File: src/rtl/fetch_stage_if.sv
// Fetch-stage bundle: downstream control, instruction-memory port and IF/ID outputs.
// master = the fetch stage, slave = decode/memory side.
interface fetch_stage_if #(
    parameter int ADDR_W = 7,
    parameter int DATA_W = 32
);
    logic              stall_i;
    logic              redirect_i;
    logic [ADDR_W-1:0] redirect_pc_i;
    logic [ADDR_W-1:0] imem_addr_o;
    logic [DATA_W-1:0] imem_data_i;
    logic              ifid_valid_o;
    logic [DATA_W-1:0] ifid_instr_o;
    logic [ADDR_W-1:0] ifid_pc_o;
    logic [ADDR_W-1:0] ifid_pc_next_o;
    logic              halted_o;

    modport master (
        input  stall_i, redirect_i, redirect_pc_i, imem_data_i,
        output imem_addr_o, ifid_valid_o, ifid_instr_o, ifid_pc_o, ifid_pc_next_o, halted_o
    );

    modport slave (
        output stall_i, redirect_i, redirect_pc_i, imem_data_i,
        input  imem_addr_o, ifid_valid_o, ifid_instr_o, ifid_pc_o, ifid_pc_next_o, halted_o
    );
endinterface

File: src/rtl/fetch_stage.sv
// Instruction fetch + IF/ID register: PC ownership, stall, redirect and halt-on-HALT_WORD.
// Optional FETCH_PERF_CNT_EN adds saturating fetch/stall counters.
module fetch_stage #(
    parameter int                ADDR_W    = 7,
    parameter int                DATA_W    = 32,
    parameter logic [ADDR_W-1:0] RESET_PC  = '0,
    parameter logic [DATA_W-1:0] HALT_WORD = 32'hFFFF_FFFF
) (
    input  logic                 SysCLK,
    input  logic                 RST,
    fetch_stage_if.master        bus
`ifdef FETCH_PERF_CNT_EN
    ,
    output logic [31:0]          fetch_cnt_o,
    output logic [31:0]          stall_cnt_o
`endif
);
    typedef enum logic [1:0] {BOOT, RUN, HALTED} fetchState_t;

    localparam logic [ADDR_W-1:0] PC_ONE = 1;

    fetchState_t       stateReg, stateNext;
    logic [ADDR_W-1:0] pcReg, pcNext, pcInc;
    logic              validReg, validNext;
    logic [DATA_W-1:0] instrReg, instrNext;
    logic [ADDR_W-1:0] ifPcReg, ifPcNext;
    logic [ADDR_W-1:0] ifPcIncReg, ifPcIncNext;
    logic              haltedReg, haltedNext;
    logic              writeFetch, countStall;

    assign pcInc = pcReg + PC_ONE;

    always_comb begin
        // NOTE: every output of this block gets a default first, so no path can infer a latch.
        stateNext   = stateReg;
        pcNext      = pcReg;
        validNext   = validReg;
        instrNext   = instrReg;
        ifPcNext    = ifPcReg;
        ifPcIncNext = ifPcIncReg;
        haltedNext  = haltedReg;
        writeFetch  = 1'b0;
        countStall  = 1'b0;

        case (stateReg)
            BOOT: begin
                validNext = 1'b0;
                instrNext = '0;
                stateNext = RUN;
                if (bus.redirect_i) pcNext = bus.redirect_pc_i;
            end
            RUN: begin
                if (bus.redirect_i) begin
                    pcNext    = bus.redirect_pc_i;
                    validNext = 1'b0;
                    instrNext = '0;
                end else if (bus.stall_i) begin
                    countStall = 1'b1;
                end else begin
                    validNext   = 1'b1;
                    instrNext   = bus.imem_data_i;
                    ifPcNext    = pcReg;
                    ifPcIncNext = pcInc;
                    writeFetch  = 1'b1;
                    // The halt word still goes to decode; only the PC freezes.
                    if (bus.imem_data_i == HALT_WORD) begin
                        stateNext  = HALTED;
                        haltedNext = 1'b1;
                    end else begin
                        pcNext = pcInc;
                    end
                end
            end
            HALTED: begin
                if (bus.redirect_i) begin
                    pcNext     = bus.redirect_pc_i;
                    validNext  = 1'b0;
                    instrNext  = '0;
                    haltedNext = 1'b0;
                    stateNext  = RUN;
                end else if (!bus.stall_i) begin
                    validNext = 1'b0;
                    instrNext = '0;
                end
            end
            default: stateNext = BOOT;
        endcase
    end

    // NOTE: state registers use non-blocking assignments so all of them update together at the edge.
    always_ff @(posedge SysCLK or negedge RST) begin
        if (!RST) begin
            stateReg   <= BOOT;
            pcReg      <= RESET_PC;
            validReg   <= 1'b0;
            instrReg   <= '0;
            ifPcReg    <= '0;
            ifPcIncReg <= '0;
            haltedReg  <= 1'b0;
        end else begin
            stateReg   <= stateNext;
            pcReg      <= pcNext;
            validReg   <= validNext;
            instrReg   <= instrNext;
            ifPcReg    <= ifPcNext;
            ifPcIncReg <= ifPcIncNext;
            haltedReg  <= haltedNext;
        end
    end

    assign bus.imem_addr_o    = pcReg;
    assign bus.ifid_valid_o   = validReg;
    assign bus.ifid_instr_o   = instrReg;
    assign bus.ifid_pc_o      = ifPcReg;
    assign bus.ifid_pc_next_o = ifPcIncReg;
    assign bus.halted_o       = haltedReg;

`ifdef FETCH_PERF_CNT_EN
    logic [31:0] fetchCnt, stallCnt;

    always_ff @(posedge SysCLK or negedge RST) begin
        if (!RST) begin
            fetchCnt <= '0;
            stallCnt <= '0;
        end else begin
            if (writeFetch && fetchCnt != 32'hFFFF_FFFF) fetchCnt <= fetchCnt + 32'd1;
            if (countStall && stallCnt != 32'hFFFF_FFFF) stallCnt <= stallCnt + 32'd1;
        end
    end

    assign fetch_cnt_o = fetchCnt;
    assign stall_cnt_o = stallCnt;
`else
    logic unusedPerf;
    assign unusedPerf = writeFetch ^ countStall;
`endif
endmodule
File: src/flat_wrapper.sv
// flat-port wrapper written by rule: the top's interface ports become plain ports
module fetch_stage_flat 
#(
    parameter int                ADDR_W    = 7,
    parameter int                DATA_W    = 32,
    parameter logic [ADDR_W-1:0] RESET_PC  = '0,
    parameter logic [DATA_W-1:0] HALT_WORD = 32'hFFFF_FFFF
)
  (SysCLK, RST, bus_stall_i, bus_redirect_i, bus_redirect_pc_i, bus_imem_data_i, bus_imem_addr_o, bus_ifid_valid_o, bus_ifid_instr_o, bus_ifid_pc_o, bus_ifid_pc_next_o, bus_halted_o);
  fetch_stage_if #(.ADDR_W(ADDR_W), .DATA_W(DATA_W)) bus_i ();
  input  logic SysCLK;
  input  logic RST;
  input wire logic [$bits(bus_i.stall_i)-1:0] bus_stall_i;
  input wire logic [$bits(bus_i.redirect_i)-1:0] bus_redirect_i;
  input wire logic [$bits(bus_i.redirect_pc_i)-1:0] bus_redirect_pc_i;
  input wire logic [$bits(bus_i.imem_data_i)-1:0] bus_imem_data_i;
  output wire logic [$bits(bus_i.imem_addr_o)-1:0] bus_imem_addr_o;
  output wire logic [$bits(bus_i.ifid_valid_o)-1:0] bus_ifid_valid_o;
  output wire logic [$bits(bus_i.ifid_instr_o)-1:0] bus_ifid_instr_o;
  output wire logic [$bits(bus_i.ifid_pc_o)-1:0] bus_ifid_pc_o;
  output wire logic [$bits(bus_i.ifid_pc_next_o)-1:0] bus_ifid_pc_next_o;
  output wire logic [$bits(bus_i.halted_o)-1:0] bus_halted_o;
  assign bus_i.stall_i = bus_stall_i;
  assign bus_i.redirect_i = bus_redirect_i;
  assign bus_i.redirect_pc_i = bus_redirect_pc_i;
  assign bus_i.imem_data_i = bus_imem_data_i;
  assign bus_imem_addr_o = bus_i.imem_addr_o;
  assign bus_ifid_valid_o = bus_i.ifid_valid_o;
  assign bus_ifid_instr_o = bus_i.ifid_instr_o;
  assign bus_ifid_pc_o = bus_i.ifid_pc_o;
  assign bus_ifid_pc_next_o = bus_i.ifid_pc_next_o;
  assign bus_halted_o = bus_i.halted_o;
  fetch_stage #(.ADDR_W(ADDR_W), .DATA_W(DATA_W), .RESET_PC(RESET_PC), .HALT_WORD(HALT_WORD)) u_core (.SysCLK(SysCLK), .RST(RST), .bus(bus_i));
endmodule
File: config.mk
export PLATFORM = sky130hd
export DESIGN_NAME = fetch_stage_flat
export DESIGN_NICKNAME = d
export VERILOG_FILES = /design/src/rtl/fetch_stage_if.sv /design/src/rtl/fetch_stage.sv /design/src/flat_wrapper.sv
export SDC_FILE = /design/constraint.sdc
export NUM_CORES = 1
export LEC_CHECK = 0
export ABC_AREA = 1
export BUFFER_PORTS_ARGS = -buffer_cell sky130_fd_sc_hd__buf_2
export CORE_ASPECT_RATIO = 0.5
export CORE_MARGIN = 2
export CORE_UTILIZATION = 49
export DETAILED_ROUTE_END_ITERATION = 16
export GPL_ROUTABILITY_DRIVEN = 0
export PLACE_DENSITY = 0.79
export SYNTH_ARGS = -nofsm -noshare
export SYNTH_HDL_FRONTEND = slang
export SYNTH_SLANG_ARGS = --single-unit
File: constraint.sdc
create_clock -name SysCLK -period 1.9 [get_ports SysCLK]
set_input_delay 0.19 -clock SysCLK [delete_from_list [all_inputs] [get_ports SysCLK]]
set_output_delay 0.19 -clock SysCLK [all_outputs]
set_load 0.005 [all_outputs]
# ---- Word-level counts from Yosys, hierarchy flattened
# Cells that the tools add are included.
dict set report totals {
  output_inout_bits 55
  regBits 57
  in_bits 43
  elab_cells 56
}
dict set report classes {
  n_addsub 1
  bitwise 2
  eq_ne 11
  reduce_logical 10
  n_mux 25
}
# operator n
set ops {}
lappend ops {{32-bit 2-to-1 mux} 4}
lappend ops {{32-bit one-hot mux with 3 select lines} 1}
lappend ops {{32-bit equality test, second input constant} 1}
lappend ops {{7-bit 2-to-1 mux} 4}
lappend ops {{7-bit one-hot mux with 2 select lines} 1}
lappend ops {{3-bit != test, second input constant} 3}
lappend ops {{1-bit 2-to-1 mux} 8}
lappend ops {{2-bit 2-to-1 mux} 4}
lappend ops {{4-bit AND reduction} 2}
lappend ops {{7-bit by 1-bit adder with 7-bit output, second input constant} 1}
lappend ops {{2-bit != test, second input constant} 3}
lappend ops {{2-bit one-hot mux with 3 select lines} 1}
lappend ops {{3-bit AND reduction} 2}
lappend ops {{5-bit AND reduction} 1}
lappend ops {{2-bit by 1-bit != test with 1-bit output, second input constant} 2}
lappend ops {{2-bit nonzero test} 2}
lappend ops {{1-bit one-hot mux with 3 select lines} 1}
lappend ops {{3-bit nonzero test} 1}
lappend ops {{2-bit by 1-bit equality test with 1-bit output, second input constant} 1}
lappend ops {{2-bit equality test, second input constant} 1}
lappend ops {{2-bit zero test} 1}
lappend ops {{1-bit NOT} 2}
lappend ops {{1-bit one-hot mux with 2 select lines} 1}
lappend ops {{2-bit OR reduction} 1}

# ---- Depth between registers and ports, before layout
# Gate-level depths: netlist (run 1).
dict set report depth {
  word_depth 5
  depth_mapped 9
}

# ---- Least setup slack after synthesis (run 1)
# OpenSTA, ideal clock, no wires.
dict set report synth_path {
  path_kind {reg2reg}
  start {reg u_core.stateReg[1]}
  end {reg u_core.pcReg[5], in the netlist u_core.bus.imem_addr_o[5]}
  path_buffers 0
  slack_ns 0.550
  stages_incl_launch_ff 7
  t_required_ns 1.782
  setup_time_ns 0.118
  t_arrival_ns 1.232
  path_cell_list {dfrtp_1 -> nand2_1 -> inv_1 -> a21oi_1 -> nand3_2 -> nand2_1 -> nand2_1}
}
dict set report synth_between {
  elab_chain_cells 4
}
# item line_no
set synth_lines {}
lappend synth_lines {{start: declaration} fetch_stage.sv:22} ;# fetchState_t stateReg, stateNext;
lappend synth_lines {{start signal: assignment} fetch_stage.sv:101} ;# stateReg <= stateNext;
lappend synth_lines {{2-bit equality test / 2-bit zero test (equally long branches)} fetch_stage.sv:45} ;# case (stateReg)
lappend synth_lines {{2-bit OR reduction (no source line)} --}
lappend synth_lines {{2-bit by 1-bit != test with 1-bit output (no source line) / 2-bit nonzero test (equally long branches)} --}
lappend synth_lines {{4-bit AND reduction (no source line)} --}
lappend synth_lines {{end signal: assignment} fetch_stage.sv:102} ;# pcReg <= pcNext;
lappend synth_lines {{end: declaration} fetch_stage.sv:23} ;# logic [ADDR_W-1:0] pcReg, pcNext, pcInc;
# Several ways; a longest one is shown, not always the timed one.
# A chain may end at the register's enable or synchronous reset.

# ---- Worst setup path after layout (run 1)
dict set report layout_path {
  start {reg u_core.stateReg[0]}
  end {reg u_core.ifPcIncReg[0], in the netlist u_core.bus.ifid_pc_next_o[0]}
}
dict set report layout_between {
  elab_chain_cells 2
}
# item line_no
set layout_lines {}
lappend layout_lines {{2-bit by 1-bit equality test with 1-bit output} fetch_stage.sv:45}
lappend layout_lines {{3-bit AND reduction (no source line)} --}
lappend layout_lines {{end signal: assignment} fetch_stage.sv:106} ;# ifPcIncReg <= ifPcIncNext;
lappend layout_lines {{end: declaration} fetch_stage.sv:27} ;# logic [ADDR_W-1:0] ifPcIncReg, ifPcIncNext;
# Every way passes these cells.

==> results of run 1 <==
## power breakdown
| group | switching (mW) | total [mW] | internal [mW] |
|---|---|---|---|
| Clock | 0.477 | 1.12 | 0.642 |
| Combinational | 0.281 | 0.496 | 0.215 |
| Sequential | 0.0896 | 1.42 | 1.33 |
| Total | 0.847 | 3.04 | 2.19 |
## cells by family after synthesis
kind of cell    synth area share [%]
flops                          52.34
xor+xnor                      0.3215
simple gates                   27.64
fa+ha+maj                     0.4591
buf+inv                        9.917
compound gates                 9.320
## critical path: stages, from the launching register on
cell and delay [ns]:
dfrtp_1 0.42, inv_2 0.12, nor2_4 0.06, inv_2 0.19
nor2_8 0.05, nand2_2 0.08, clkinv_2 0.30, nand2_1 0.20
o21a_1 0.14
## layout by cell type (no fill, tap or decap), drive strengths merged, types with 3 or more instances in the layout
master      n
nand2     117
buf       104
dfrtp      57
clkinvlp    3
a21oi       3
nor2       27
o21ai      45
nand4       9
inv        46
nand3      24
clkbuf     12
## per-layer routing
| metal | global-route usage [%] | wire length (um) | up-vias |
|---|---|---|---|
| met5 | 0 | 0 | - |
| met4 | 6.510 | 82 | 0 |
| met3 | 6.969 | 364 | 6 |
| met2 | 36.42 | 3203 | 80 |
| met1 | 31.30 | 3038 | 1185 |
| li1 | - | - | 1293 |
## stage by stage
step | power (mW) | cells | utilization, %
after floorplan | 1.679 | 345 | -
after global placement | 1.927 | 510 | 60.39
after detailed placement | 1.940 | 510 | 60.39
after CTS | 3.069 | 527 | 64.22
after global routing | 3.202 | 527 | 64.22
final | 3.039 | 527 | 64.22
## path summary, 6_finish.rpt
path	from	end	slack, ns	depth (start not counted)
max in group asynchronous	RST	u_core.bus.ifid_valid_o	0.92	3
hold / removal	bus_imem_data_i[1]	u_core.bus.ifid_instr_o[1]	0.09	3
hold reg to reg	u_core.bus.halted_o	u_core.bus.halted_o	0.48	2
setup / recovery	u_core.stateReg[0]	u_core.bus.ifid_pc_next_o[0]	0.28	8
setup reg to reg	u_core.stateReg[0]	u_core.bus.ifid_pc_next_o[0]	0.28	8
min in group asynchronous	RST	u_core.bus.ifid_instr_o[13]	0.32	2
## state kept, by name (all words and copies together), names as in the netlist
signal / count
u_core.bus.halted_o: 1
u_core.bus.ifid_instr_o: 32
u_core.bus.ifid_pc_next_o: 7
u_core.bus.ifid_pc_o: 7
u_core.bus.ifid_valid_o: 1
u_core.bus.imem_addr_o: 7
u_core.stateReg: 2
## layout make-up
class	instances	area, sq um
clock buffers	12	145.1
clock inverters	4	52.55
fillers	483	1939
inverters	47	177.7
multi-input cells	229	1040
flip-flops and latches	57	1426
well taps	73	91.34
repair buffers	105	548.0
==> reports/qor.csv, run 1 <==
stage,metric,value,unit
status,run status,finished clean,
die,Die W,109.5,um
die,starting density of the core,50.28,%
finish,Final Cell Area,0.003481,sq mm
finish,Diodes inserted,0,
logic_synthesis,Commonest cells post-synth,"116 x nand2_1, 57 x dfrtp_1, 43 x inv_1, 30 x o21ai_1, 25 x nor2_1",
die,row cnt,19,
sta,Hold Slack,0.09030,ns
clocking,postcts setup bufs,0,
logic_synthesis,count of cell types in the netlist,23,
worst_hold_path,Worst Hold Class,in2reg,
sta,worst setup margin,0.2793,ns
logic_synthesis,Yosys reg bits,57,
drt,Detail Route Antenna Nets,0,
finish,Layout Nets,493,
placement,IO Port Bufs,97,
logic_synthesis,synth warn,0,
pwr,worst vdd ir,0.4378,mV
placement,pre-CTS setup slack,0.3289,ns
sta,Setup TNS,0,ns
setup_path,crit path DAT,1.88,ns
clocking,Max Root-Sink Buffers,2,
global_route,Congestion Overflow GR,0,
sta,final hold vios,0,
clocking,CTS sink cnt,57,
drt,DR pass1 iterations,4,
setup_path,critical path peak fanout,26,
run,max-cap check violation count,0,
setup_path,startpoint types,flop,
clocking,clk_lat worst skew,0.33,ns
pwr,Cell Pwr Density,873.0,mW/mm^2
logic_synthesis,Cells after Synth,345,
logic_synthesis,post-synthesis sequential area ratio,52.34,%
die,Die Ht,56.74,um
global_route,vias in the first global route,2363,
logic_synthesis,most common cell in the netlist,nand2_1,
finish,area grow syn2layout,27.73,%
finish,layout cells sized above 1,28.19,%
logic_synthesis,share of the synthesized area in the top cell type,52.34,%
drt,Vias,2564,
clocking,clk root buf,clkbuf_8,
drt,total wire length,6689,um
sta,Final setup viols,0,
global_route,largest net degree at the start of global routing,27,
logic_synthesis,"top cells by area, synth","dfrtp_1 52%, nand2_1 16%, inv_1 5.9%",
drt,Residual DRC,0,
sta,fmax,0.6170,GHz
clocking,CTS Buf Count,9,
drt,DR iter-0 viols,150,
sta,Slew headroom,75.27,%
clocking,# resized after CTS,0,
logic_synthesis,Synth area leader,dfrtp_1,
sta,RSZ-0062 raised after global routing,false,
sta,clock period minus worst slack,1.621,ns
setup_path,Crit. End Element,flop,
clocking,H-tree Lvls,3,
global_route,total track usage,23.21,%
placement,Post-DP Area,0.003273,sq mm
clocking,TritonCTS clock tree,built,
global_route,first-pass GRT wire length,11050,um
placement,Detail Placement HPWL,5009,um
die,# IOs,98,
logic_synthesis,ys async rst share,100.0,%
logic_synthesis,cell area after synthesis,0.002725,sq mm
drt,mean routed wirelength per cell,12.69,um
clocking,cts hold-fix bufs,1,
global_route,initial antenna violation count,0,
logic_synthesis,synthesized area per cell,7.899,sq um
drt,Vias/cell,4.865,
clocking,clk slew on worst S/H paths,0.07,ns
logic_synthesis,main flop type after synthesis,dfrtp_1,
logic_synthesis,syn nets,389,
sta,Worst Skew,0.007803,ns
setup_path,WP data required,2.16,ns
sta,Worst-Margin Slew,0.3709,ns
die,core area,0.005420,sq mm
die,die area,0.006211,sq mm
pwr,leakage,1.874,nW
sta,"Slew Viols, Final",0,
sta,crit share post-route,85.30,%
setup_path,critical path type,reg2reg,
logic_synthesis,Post-synth EDFFs,0,
Power figures use the tool's default switching activity.
==> run 2, diff against run 1 <==
CTS_BUF_LIST = sky130_fd_sc_hd__clkbuf_16   (was default)
==> run 2 against run 1 <==
  * Worst setup slack better by 0.0089 ns
  * Design area up 2.6%
  * Final cell count unchanged
  * Maximum frequency up 0.55%
  * Die area unchanged
  * Non-clock buffer count unchanged
  * Register-to-register slack about the same
  * Clock skew down 0.0027 ns
  * Power up 14%
  * Clock-buffer cell count down 3
  * Utilization up 1.7 points
  * Combinational power up 0.8%
  * Critical path type unchanged
  * Critical endpoint unchanged
  * Largest power group is now clock
==> reports/qor.csv, run 2 (synthesized netlist as in run 1, its figures left out) <==
stage,metric,value,unit,change
drt,Vias,2597,,was 2564
sta,RSZ-0062 raised after global routing,false,,unchanged
finish,Layout Nets,493,,unchanged
worst_hold_path,Worst Hold Class,in2reg,,unchanged
drt,DR pass1 iterations,4,,unchanged
clocking,H-tree Lvls,3,,unchanged
sta,crit share post-route,84.83,%,was 85.30%
global_route,largest net degree at the start of global routing,27,,unchanged
finish,Diodes inserted,0,,unchanged
die,row cnt,19,,unchanged
finish,final core occ,65.90,%,was 64.22%
drt,total wire length,6924,um,was 6689 um
sta,Slew headroom,74.83,%,was 75.27%
sta,Hold Slack,0.09227,ns,was 0.09030 ns
setup_path,WP data required,2.16,ns,about the same
clocking,CTS Buf Count,9,,unchanged
sta,fmax,0.6204,GHz,was 0.6170 GHz
placement,IO Port Bufs,97,,unchanged
finish,"commonest cells after routing, fill and taps aside","116 x nand2_1, 97 x buf_2, 57 x dfrtp_1, 45 x inv_1, 30 x o21ai_1",,"was 116 x nand2_1, 97 x buf_2, 57 x dfrtp_1, 43 x inv_1, 30 x o21ai_1"
die,starting density of the core,50.28,%,unchanged
die,die area,0.006211,sq mm,unchanged
global_route,first-pass GRT wire length,11430,um,was 11050 um
finish,number of flip-flops in the largest register,32,,unchanged
pwr,worst vdd ir,0.5653,mV,was 0.4378 mV
global_route,initial antenna violation count,0,,unchanged
pwr,Cell Pwr Density,972.5,mW/mm^2,was 873.0 mW/mm^2
finish,"commonest non-fill, non-tap cell in the layout",nand2_1,,unchanged
setup_path,critical path type,reg2reg,,unchanged
global_route,total track usage,24.31,%,was 23.21%
sta,Worst Skew,0.005115,ns,was 0.007803 ns
clocking,TritonCTS clock tree,built,,unchanged
finish,area grow syn2layout,31.08,%,was 27.73%
drt,Detail Route Antenna Nets,0,,unchanged
die,Die W,109.5,um,unchanged
sta,Setup TNS,0,ns,unchanged
sta,final hold vios,0,,unchanged
setup_path,startpoint types,flop,,unchanged
drt,Vias/cell,4.928,,was 4.865
status,run status,finished clean,,unchanged
setup_path,critical path peak fanout,26,,unchanged
clocking,clk_lat worst skew,0.32,ns,was 0.33 ns
drt,Residual DRC,0,,unchanged
clocking,# resized after CTS,0,,unchanged
global_route,Congestion Overflow GR,0,,unchanged
clocking,Max Root-Sink Buffers,2,,unchanged
sta,Final setup viols,0,,unchanged
clocking,clk slew on worst S/H paths,0.05,ns,was 0.07 ns
setup_path,crit path DAT,1.87,ns,was 1.88 ns
sta,"Slew Viols, Final",0,,unchanged
setup_path,Crit. End Element,flop,,unchanged
die,Die Ht,56.74,um,unchanged
clocking,CTS sink cnt,57,,unchanged
placement,Detail Placement HPWL,5009,um,unchanged
pwr,leakage,1.923,nW,was 1.874 nW
finish,fill count,469,,was 483
drt,DR iter-0 viols,147,,was 150
sta,clock period minus worst slack,1.612,ns,was 1.621 ns
run,max-cap check violation count,0,,unchanged
sta,worst setup margin,0.2882,ns,was 0.2793 ns
clocking,clk root buf,clkbuf_16,,was clkbuf_8
sta,Worst-Margin Slew,0.3775,ns,was 0.3709 ns
finish,Final Non-Filler Cells,527,,unchanged
drt,mean routed wirelength per cell,13.14,um,was 12.69 um
global_route,vias in the first global route,2434,,was 2363
finish,layout cells sized above 1,27.97,%,was 28.19%
placement,pre-CTS setup slack,0.3289,ns,unchanged
die,# IOs,98,,unchanged
die,core area,0.005420,sq mm,unchanged
placement,placed insts,510,,unchanged
-- run 2: changes by cell type in the layout (fill, tap and decap cells not counted), sizes merged --
cell | before | now
inv | 46 | 48
clkinv | 1 | 2
clkbuf | 12 | 9
-- run 2: final timing paths --
check,startpoint,end,slack [ns],depth (start not counted)
setup / recovery,u_core.stateReg[0],u_core.bus.ifid_pc_next_o[0],0.29,8
hold / removal,bus_imem_data_i[5],u_core.bus.ifid_instr_o[5],0.09,3
setup reg to reg,u_core.stateReg[0],u_core.bus.ifid_pc_next_o[0],0.29,8
hold reg to reg,u_core.bus.halted_o,u_core.bus.halted_o,0.48,2
max in group asynchronous,RST,u_core.bus.ifid_pc_next_o[1],0.92,3
min in group asynchronous,RST,u_core.bus.ifid_instr_o[13],0.32,2
-- run 2: cell type report --
cell class | count | area, sq um | share of cell area, %
flip-flops and latches | 57 | 1426 | 39.93
multi-input cells | 229 | 1040 | 29.11
repair buffers | 105 | 548.0 | 15.34
clock buffers | 9 | 225.2 | 6.305
inverters | 47 | 177.7 | 4.974
well taps | 73 | 91.34 | 2.557
clock inverters | 7 | 63.81 | 1.786
-- run 2: metrics by stage --
stage,cell area (sq um),total power [mW]
floorplan,2725,1.679
global placement,3273,1.927
detailed placement,3273,1.940
CTS,3572,3.494
global route,3572,3.629
finish,3572,3.474
-- run 2: what timing repair did --
action | in CTS | in global routing
setup buffers | 0 | 0
setup endpoints to repair | 0 | 0
hold endpoints to repair | 15 | 0
hold buffers | 1 | 0
-- run 2: layer usage --
layer / up-vias / wire length (um) / track usage [%]
met2: 84 / 3339 / 38.36
met5: - / 0 / 0
li1: 1296 / - / -
met4: 0 / 62 / 9.042
met1: 1209 / 3096 / 31.44
met3: 8 / 425 / 7.666
-- run 2: report_power, final --
group          internal, mW  switching (mW)  total (mW)
clock                 0.998           0.550        1.55
combinational         0.215           0.284       0.500
sequential             1.34          0.0902        1.43
-- run 2: worst max-delay path: stages, from the launching register on --
cell and delay [ns]:
dfrtp_1 0.41, inv_2 0.12, nor2_4 0.06, inv_2 0.19
nor2_8 0.05, nand2_2 0.08, clkinv_2 0.29, nand2_1 0.20
o21a_1 0.14
==> run 3, diff against run 2 <==
CORE_UTILIZATION = 45   (was 49)
PLACE_DENSITY = 0.76   (was 0.79)
clock period = 1.4 ns   (was 1.9 ns; I/O delays follow)
==> run 3 against run 2 <==
  * Clock power up 32%
  * Global-route usage down 2.9 points
  * Sequential share of layout area down 2.0 points
  * Final cell count up 2.7%
  * Maximum frequency up 20%
  * First-iteration DRC count up 6.1%
  * Via count down 0.65%
  * Highest routed layer unchanged
==> reports/qor.csv, run 3 (synthesized netlist as in run 1, its figures left out) <==
stage,metric,value,unit,change
worst_hold_path,hold depth,3,,unchanged
sta,final hold vios,0,,unchanged
clocking,CTS sink cnt,57,,unchanged
drt,Vias,2580,,was 2597
worst_hold_path,min-delay src,bus_imem_data_i[8],,was bus_imem_data_i[5]
global_route,vias in the first global route,2425,,was 2434
status,run status,finished clean,,unchanged
drt,DR iter-0 viols,156,,was 147
setup_path,critical path peak fanout,12,,was 26
finish,Diodes inserted,0,,unchanged
worst_hold_path,Worst Hold Class,in2reg,,unchanged
setup_path,R2R Path End,u_core.bus.ifid_instr_o[21],,was u_core.bus.ifid_pc_next_o[0]
setup_path,"reg-to-reg slack, setup",0.06,ns,was 0.29 ns
setup_path,critical path type,reg2reg,,unchanged
clocking,CTS Buf Count,9,,unchanged
finish,layout cells sized above 1,31.41,%,was 27.97%
global_route,total track usage,21.41,%,was 24.31%
sta,"Slew Viols, Final",0,,unchanged
pwr,"Power, Total",4.720,mW,was 3.474 mW
sta,Final setup viols,0,,unchanged
global_route,initial antenna violation count,0,,unchanged
clocking,clk root buf,clkbuf_16,,unchanged
sta,Slew headroom,79.43,%,was 74.83%
die,die area,0.006732,sq mm,was 0.006211 sq mm
drt,Vias/cell,4.769,,was 4.928
setup_path,Crit. End Element,flop,,unchanged
setup_path,worst-case reg-to-reg path depth,8,,unchanged
placement,Detail Placement HPWL,4915,um,was 5009 um
setup_path,crit path DAT,1.58,ns,was 1.87 ns
global_route,Congestion Overflow GR,0,,unchanged
die,# IOs,98,,unchanged
drt,total wire length,6886,um,was 6924 um
run,max-cap check violation count,0,,unchanged
clocking,TritonCTS clock tree,built,,unchanged
worst_hold_path,WHS Endpoint,u_core.bus.ifid_instr_o[8],,was u_core.bus.ifid_instr_o[5]
pwr,Cell Pwr Density,1253,mW/mm^2,was 972.5 mW/mm^2
die,Die Ht,59.03,um,was 56.74 um
clocking,H-tree Lvls,3,,unchanged
finish,number of flip-flops in the largest register,32,,unchanged
setup_path,FF-to-FF Start,u_core.stateReg[0],,unchanged
clocking,Max Root-Sink Buffers,2,,unchanged
sta,clock period minus worst slack,1.343,ns,was 1.612 ns
sta,crit share post-route,95.92,%,was 84.83%
global_route,largest net degree at the start of global routing,58,,was 27
finish,area grow syn2layout,38.25,%,was 31.08%
drt,DR pass1 iterations,4,,unchanged
global_route,first-pass GRT wire length,11140,um,was 11430 um
sta,Worst-Margin Slew,0.3086,ns,was 0.3775 ns
die,Die W,114.1,um,was 109.5 um
finish,"commonest cells after routing, fill and taps aside","115 x nand2_1, 97 x buf_2, 56 x dfrtp_1, 43 x inv_1, 33 x o21ai_1",,"was 116 x nand2_1, 97 x buf_2, 57 x dfrtp_1, 45 x inv_1, 30 x o21ai_1"
sta,worst setup margin,0.05706,ns,was 0.2882 ns
pwr,leakage,2.021,nW,was 1.923 nW
setup_path,WP data required,1.63,ns,was 2.16 ns
clocking,clk_lat worst skew,0.32,ns,about the same
placement,IO Port Bufs,97,,unchanged
drt,mean routed wirelength per cell,12.73,um,was 13.14 um
sta,Worst Skew,0.002214,ns,was 0.005115 ns
drt,Residual DRC,0,,unchanged
die,row cnt,19,,unchanged
finish,"commonest non-fill, non-tap cell in the layout",nand2_1,,unchanged
placement,pre-CTS setup slack,-0.01807,ns,was 0.3289 ns
pwr,worst vdd ir,0.8637,mV,was 0.5653 mV
clocking,clk slew on worst S/H paths,0.05,ns,about the same
drt,Detail Route Antenna Nets,0,,unchanged
die,starting density of the core,48.16,%,was 50.28%
setup_path,startpoint types,flop,,unchanged
finish,Layout Nets,508,,was 493
sta,RSZ-0062 raised after global routing,true,,was false
die,core area,0.005658,sq mm,was 0.005420 sq mm
sta,fmax,0.7446,GHz,was 0.6204 GHz
[run 3: cell types whose count changed in the layout (fill, tap and decap cells not counted), sizes merged]
cell,delta
clkinvlp,-3
clkinv,+3
clkbuf,+1
buf,+14
inv,-1
[run 3: how the worst max path moves through the flow]
stage	start	endpoint	slack (ns)
after floorplan	u_core.stateReg[1]	u_core.bus.imem_addr_o[5]	0.05
after global placement	u_core.stateReg[0]	u_core.bus.imem_addr_o[5]	0.05
after detailed placement	u_core.stateReg[0]	u_core.bus.ifid_instr_o[4]	-0.02
after CTS	u_core.stateReg[1]	u_core.bus.ifid_instr_o[21]	0.006
after global routing	u_core.stateReg[0]	u_core.bus.ifid_instr_o[4]	-0.05
final	u_core.stateReg[0]	u_core.bus.ifid_instr_o[21]	0.06
[run 3: power breakdown]
part	leakage (nW)	switching, mW	internal [mW]
sequential	0.729	0.113	1.81
clock	0.141	0.702	1.34
combinational	1.15	0.403	0.349
[run 3: area by class of cell]
class	instances	area [sq um]
Clock buffer	9	225.2
Clock inverter	6	51.30
Fill cell	493	1891
Inverter	47	181.4
Multi-Input combinational cell	229	1060
Sequential cell	57	1428
Tap cell	73	91.34
Timing Repair Buffer	120	730.7
[run 3: repair_timing]
item | 4_1_cts | 5_1_grt
setup buffers | 1 | 5
setup endpoints to repair | 25 | 39
hold endpoints to repair | 57 | 0
cloned | 0 | 1
hold buffers | 1 | 0
pin swaps | 1 | 1
resized for setup | 0 | 17
[run 3: worst max-delay path, cell delays in order, from the launching register on]
cell,delay (ns)
dfrtp_1,0.40
buf_6,0.13
nand2_2,0.08
inv_2,0.05
a21oi_4,0.19
buf_6,0.14
buf_12,0.11
nand3_1,0.06
o21ai_1,0.10
[run 3: metrics by stage]
| stage | std cells | area [sq um] | setup TNS (ns) | hold slack, ns | utilization (%) |
|---|---|---|---|---|---|
| 2_1_floorplan | 345 | 2725 | 0 | -0.1556 | - |
| 3_3_place_gp | 518 | 3371 | 0 | 0.1640 | 59.58 |
| 3_5_place_dp | 518 | 3371 | -0.04371 | 0.1693 | 59.58 |
| 4_1_cts | 535 | 3665 | 0 | 0.04498 | 64.77 |
| 5_1_grt | 541 | 3767 | -0.7686 | 0.04467 | 66.59 |
| 6_report | 541 | 3767 | 0 | 0.04904 | 66.59 |
[run 3: per-layer routing]
| layer | routed length (um) | GRT usage, % |
|---|---|---|
| met5 | 0 | 0 |
| met4 | 48 | 6.794 |
| met3 | 292 | 5.624 |
| met2 | 3183 | 34.18 |
| met1 | 3361 | 29.19 |
